--- src/rtl/mod_counter.sv ---
// mod_counter: up/down modulo-(MAX+1) counter with synchronous load, terminal-count flag and wrap pulse.
// Optional saturate mode (extra sat port after d) is compiled in when COUNTER_SAT_EN is defined.
module mod_counter #(
    parameter int unsigned     WIDTH = 4,
    parameter longint unsigned MAX   = (64'd1 << WIDTH) - 64'd1
) (
    input  logic             clk,
    input  logic             res,
    input  logic             en,
    input  logic             up,
    input  logic             ld,
    input  logic [WIDTH-1:0] d,
`ifdef COUNTER_SAT_EN
    input  logic             sat,
`endif
    output logic [WIDTH-1:0] q,
    output logic             tc,
    output logic             wrap
);

    generate
        if (WIDTH < 1 || WIDTH > 32) begin : g_bad_width
            $error("mod_counter: WIDTH must be within 1..32");
        end
        if (MAX >= (64'd1 << WIDTH)) begin : g_bad_max
            $error("mod_counter: MAX must be below 2**WIDTH");
        end
    endgenerate

    localparam logic [WIDTH-1:0] L_MAX = MAX[WIDTH-1:0];
    localparam logic [WIDTH-1:0] L_ONE = WIDTH'(1);

    logic [WIDTH-1:0] r_q;
    logic             r_wrap;
    logic [WIDTH-1:0] w_q_next;
    logic             w_wrap_next;
    logic             w_at_max;
    logic             w_at_zero;
    logic             w_sat;

`ifdef COUNTER_SAT_EN
    assign w_sat = sat;
`else
    assign w_sat = 1'b0;
`endif

    assign w_at_max  = (r_q == L_MAX);
    assign w_at_zero = (r_q == '0);

    // Terminal boundaries are compared explicitly, so q+1 / q-1 never leave 0..MAX.
    always_comb begin
        w_q_next    = r_q;
        w_wrap_next = 1'b0;
        if (ld) begin
            w_q_next = (d > L_MAX) ? L_MAX : d;
        end else if (en) begin
            if (up) begin
                if (!w_at_max) begin
                    w_q_next = r_q + L_ONE;
                end else if (!w_sat) begin
                    w_q_next    = '0;
                    w_wrap_next = 1'b1;
                end
            end else begin
                if (!w_at_zero) begin
                    w_q_next = r_q - L_ONE;
                end else if (!w_sat) begin
                    w_q_next    = L_MAX;
                    w_wrap_next = 1'b1;
                end
            end
        end
    end

    always_ff @(posedge clk or posedge res) begin
        if (res) begin
            r_q    <= '0;
            r_wrap <= 1'b0;
        end else begin
            r_q    <= w_q_next;
            r_wrap <= w_wrap_next;
        end
    end

    assign q    = r_q;
    assign wrap = r_wrap;
    assign tc   = en & ((up & w_at_max) | (~up & w_at_zero));

endmodule
--- config.mk ---
export PLATFORM = sky130hd
export DESIGN_NAME = mod_counter
export DESIGN_NICKNAME = d
export VERILOG_FILES = /design/src/rtl/mod_counter.sv
export SDC_FILE = /design/constraint.sdc
export NUM_CORES = 1
export LEC_CHECK = 0
export ABC_AREA = 0
export CORE_AREA = 2 2 39 41
export CTS_BUF_LIST = sky130_fd_sc_hd__clkbuf_4 sky130_fd_sc_hd__clkbuf_8 sky130_fd_sc_hd__clkbuf_16
export CTS_CLUSTER_SIZE = 14
export DETAILED_ROUTE_END_ITERATION = 16
export DIE_AREA = 0 0 41 43
export PLACE_DENSITY = 0.58
export SYNTH_ARGS = -nofsm -noshare
export SYNTH_HDL_FRONTEND = slang
export SYNTH_SLANG_ARGS = --single-unit
--- constraint.sdc ---
create_clock -name clk -period 1.6 [get_ports clk]
set_input_delay 0.16 -clock clk [delete_from_list [all_inputs] [get_ports clk]]
set_output_delay 0.16 -clock clk [all_outputs]
set_load 0.1 [all_outputs]
==> impl_summary.txt <==
----------------------------------------------------
[Outcome]
  Run status ... finished with violations
  Failing checks ... negative setup slack

[Worst setup path]
  Crit path arrival time ... 1530 ps
  Critical path startpoint ... q[1]
  Start of the worst register-to-register path ... q[0]
  Critical path startpoint category ... register
  Crit Path Max Fanout ... 4
  Worst setup EP type ... output pin
  Classification of the worst setup path ... register to output pin
  Endpoint of the most critical setup path ... tc
  R2r worst-path depth ... 5
  CP Data Required Time ... 1440 ps
  Flop-to-flop setup slack ... 90 ps
  Critical R2R Capture ... q[3]

[Detailed routing]
  Overall routed net length ... 1.00 mm
  Number of iterations in the first detailed-routing pass ... 4
  Vias after detailed routing ... 388
  Number of remaining DRC errors ... 0
  Post-route antenna net violation count ... 0
  DR iter-0 viols ... 2
  Vias per cell ... 4.73
  WL/cell ... 12.2 µm

[Global routing]
  Grt ovf ... 0
  Pin count of the biggest net entering global routing ... 11
  Global-route total usage across every layer ... 0.144
  Vias in the first global route ... 355
  First-pass GRT wire length ... 1.61 mm
  Antenna violations before repair ... 0

[Synthesis]
  Post-synthesis share of cell area spent on xor and xnor gates ... 0.0745
  Number of register bits inferred by synthesis ... 5
  Mapped Area ... 353 µm²
  Proportion of synthesized chip area in sequential cells ... 0.355
  Multiplexer fraction of the synthesized cell area ... 0.0284
  Synthesized net count ... 52
  Post-synth cell types ... 22
  Post-Synth Simple-Gate Area ... 0.202
  Mean post-synth cell area ... 8.61 µm²
  Number of cells produced by synthesis ... 41
  Adder and majority gate portion of the synthesized area ... 0.0709
  Yosys warning count ... 0
  Compound-Gate Fraction of Synth Area ... 0.227
  Dominant combinational cell family by area after synthesis ... compound AO/OA/AOI/OAI gates

[Clock tree]
  Clock latency of the later-clocked register in the worst-skew pair ... 250 ps
  Clock Sinks ... 5
  CTS max path bufs ... 2
  CTS tree ... yes
  H-tree levels ... 1
  Clock-pin slew on the worst setup and hold paths ... 50 ps
  Cts bufs inserted ... 3
  Count of hold buffers inserted by post-cts repair ... 0
  Root Buffer ... sky130_fd_sc_hd__clkbuf_4

[Timing]
  Setup skew after layout ... 3.12 ps
  Total Neg Setup Slack ... -93.0 ps
  Maximum operating frequency ... 591 MHz
  Max-slew headroom at the worst pin ... 0.804
  Setup violations, final ... 1
  Slew of the pin with the lowest slew margin ... 293 ps
  Final period demand of the worst path ... 1690 ps
  Min setup slack post-route ... -93.0 ps
  Period utilization ... 1.06
  Count of final hold-check violations ... 0
  Count of pins over their slew limit ... 0
  RSZ-0062 raised after global routing ... true

[Finish]
  Commonest non-fill, non-tap cell in the layout ... sky130_fd_sc_hd__clkdlybuf4s50_1
  Layout Utilization ... 0.535
  Total Nets Final ... 78
  Number of diodes added for antenna fixing ... 0
  Area growth from synthesis to final layout ... 110%
  Share of post-route cells with drive strength above 1 ... 0.485
  Commonest non-fill, non-tap cells in the layout ... sky130_fd_sc_hd__clkdlybuf4s50_1 (8), sky130_fd_sc_hd__buf_12 (6), sky130_fd_sc_hd__buf_4 (6)

[Die]
  Overall die area ... 1760 µm²
  Total core area ... 1380 µm²
  Overall die height ... 43 µm
  I/O Pins ... 15
  Starting density of the core ... 0.255
  Die width ... 41 µm
  Rows ... 14

[Place]
  Post-DP HPWL ... 655 µm
  GP Congestion ... 0.717
  Dpl ws ... 108 ps
  Number of buffers added on ports ... 14

[Job]
  MaxCap Viol Count ... 0

[Pwr]
  Largest vdd supply drop ... 607 µV
  Leakage power ... 0.307 nW
  Power density normalized to cell area ... 962 nW/µm²

[Min path]
  Worst hold path type ... input pin to asynchronous set/reset pin

----------------------------------------------------
[per-stage QoR]
step / cell area, µm² / instances / hold WS, ps / total power [W]
detailed placement: 638 / 72 / 409 / 0.000498
global placement: 638 / 72 / 391 / 0.000498
CTS: 716 / 81 / 154 / 0.000702
finish: 741 / 82 / 145 / 0.000713
global route: 741 / 82 / 174 / 0.000754
floorplan: 407 / 41 / -61.6 / 0.000378
[logic make-up (layout without fill, tap and decap cells)]
kind of cell / count (synthesis) / in the layout
simple gates: 14 / 14
buf+inv: 4 / 29
fa+ha+maj: 2 / 2
mux: 1 / 1
compound gates: 12 / 12
flops: 5 / 5
xor+xnor: 3 / 3
[registers in the layout (all words and copies together), names as in the netlist]
name	cells
q	4
wrap	1
[critical path: stages, from the launching register on]
cell                       delay [ps]
sky130_fd_sc_hd__dfrtp_4          450
sky130_fd_sc_hd__buf_6            110
sky130_fd_sc_hd__ha_4             120
sky130_fd_sc_hd__and2_4           150
sky130_fd_sc_hd__nand3_4           80
sky130_fd_sc_hd__a21boi_4         200
sky130_fd_sc_hd__buf_12           190
[cells in the mapped netlist]
library cell / n / share of area
sky130_fd_sc_hd__inv_1: 3 / 0.032
sky130_fd_sc_hd__o31ai_1: 1 / 0.021
sky130_fd_sc_hd__nand2b_1: 1 / 0.018
sky130_fd_sc_hd__xor2_1: 1 / 0.025
sky130_fd_sc_hd__nor2_1: 1 / 0.011
sky130_fd_sc_hd__o21bai_1: 1 / 0.021
sky130_fd_sc_hd__or3_1: 1 / 0.018
sky130_fd_sc_hd__a21oi_1: 2 / 0.028
sky130_fd_sc_hd__nor3b_1: 1 / 0.021
sky130_fd_sc_hd__a21o_1: 1 / 0.021
sky130_fd_sc_hd__xnor2_1: 2 / 0.050
sky130_fd_sc_hd__nand3_1: 2 / 0.028
sky130_fd_sc_hd__nand2_1: 5 / 0.053
sky130_fd_sc_hd__a221oi_2: 1 / 0.043
sky130_fd_sc_hd__dfrtp_1: 5 / 0.35
sky130_fd_sc_hd__and2_1: 1 / 0.018
sky130_fd_sc_hd__a21boi_0: 1 / 0.021
sky130_fd_sc_hd__o21ai_0: 5 / 0.071
sky130_fd_sc_hd__ha_1: 2 / 0.071
sky130_fd_sc_hd__clkbuf_1: 1 / 0.011
sky130_fd_sc_hd__nor2b_1: 2 / 0.035
sky130_fd_sc_hd__mux2i_1: 1 / 0.028
[power breakdown]
group	internal, W	switching [W]
Sequential	0.000147	0.0000316
Clock	0.000111	0.0000551
Combinational	0.000168	0.000200
Total	0.000426	0.000286
[layer usage]
metal / track usage / wire, µm / vias up
met1: 0.172 / 375 / 178
met3: 0.0785 / 71 / 2
met4: 0.0600 / 9 / 0
li1: - / - / 193
met2: 0.206 / 546 / 15
met5: 0 / 0 / -
[what timing repair did]
action	4_1_cts	5_1_grt
endpoints found under the setup margin	1	2
pin swaps	2	5
gates cloned	0	0
buffers inserted	5	1
gates resized for setup	1	4
[area by class of cell]
| class | count | area [µm²] |
|---|---|---|
| Fill cell | 126 | 643 |
| Multi-Input combinational cell | 32 | 274 |
| Timing Repair Buffer | 22 | 268 |
| Sequential cell | 5 | 135 |
| Clock buffer | 4 | 30.0 |
| Tap cell | 16 | 20.0 |
| Inverter | 3 | 13.8 |
[how the worst min path moves through the flow]
stage / from / end / slack (ps) / depth (start not counted)
2_1_floorplan: res / wrap / -60 / 1
3_3_place_gp: res / wrap / 390 / 2
3_5_place_dp: res / q[0] / 410 / 2
4_1_cts: res / q[0] / 150 / 2
5_1_grt: res / wrap / 170 / 2
6_report: res / q[1] / 140 / 2
Power figures use the tool's default switching activity.
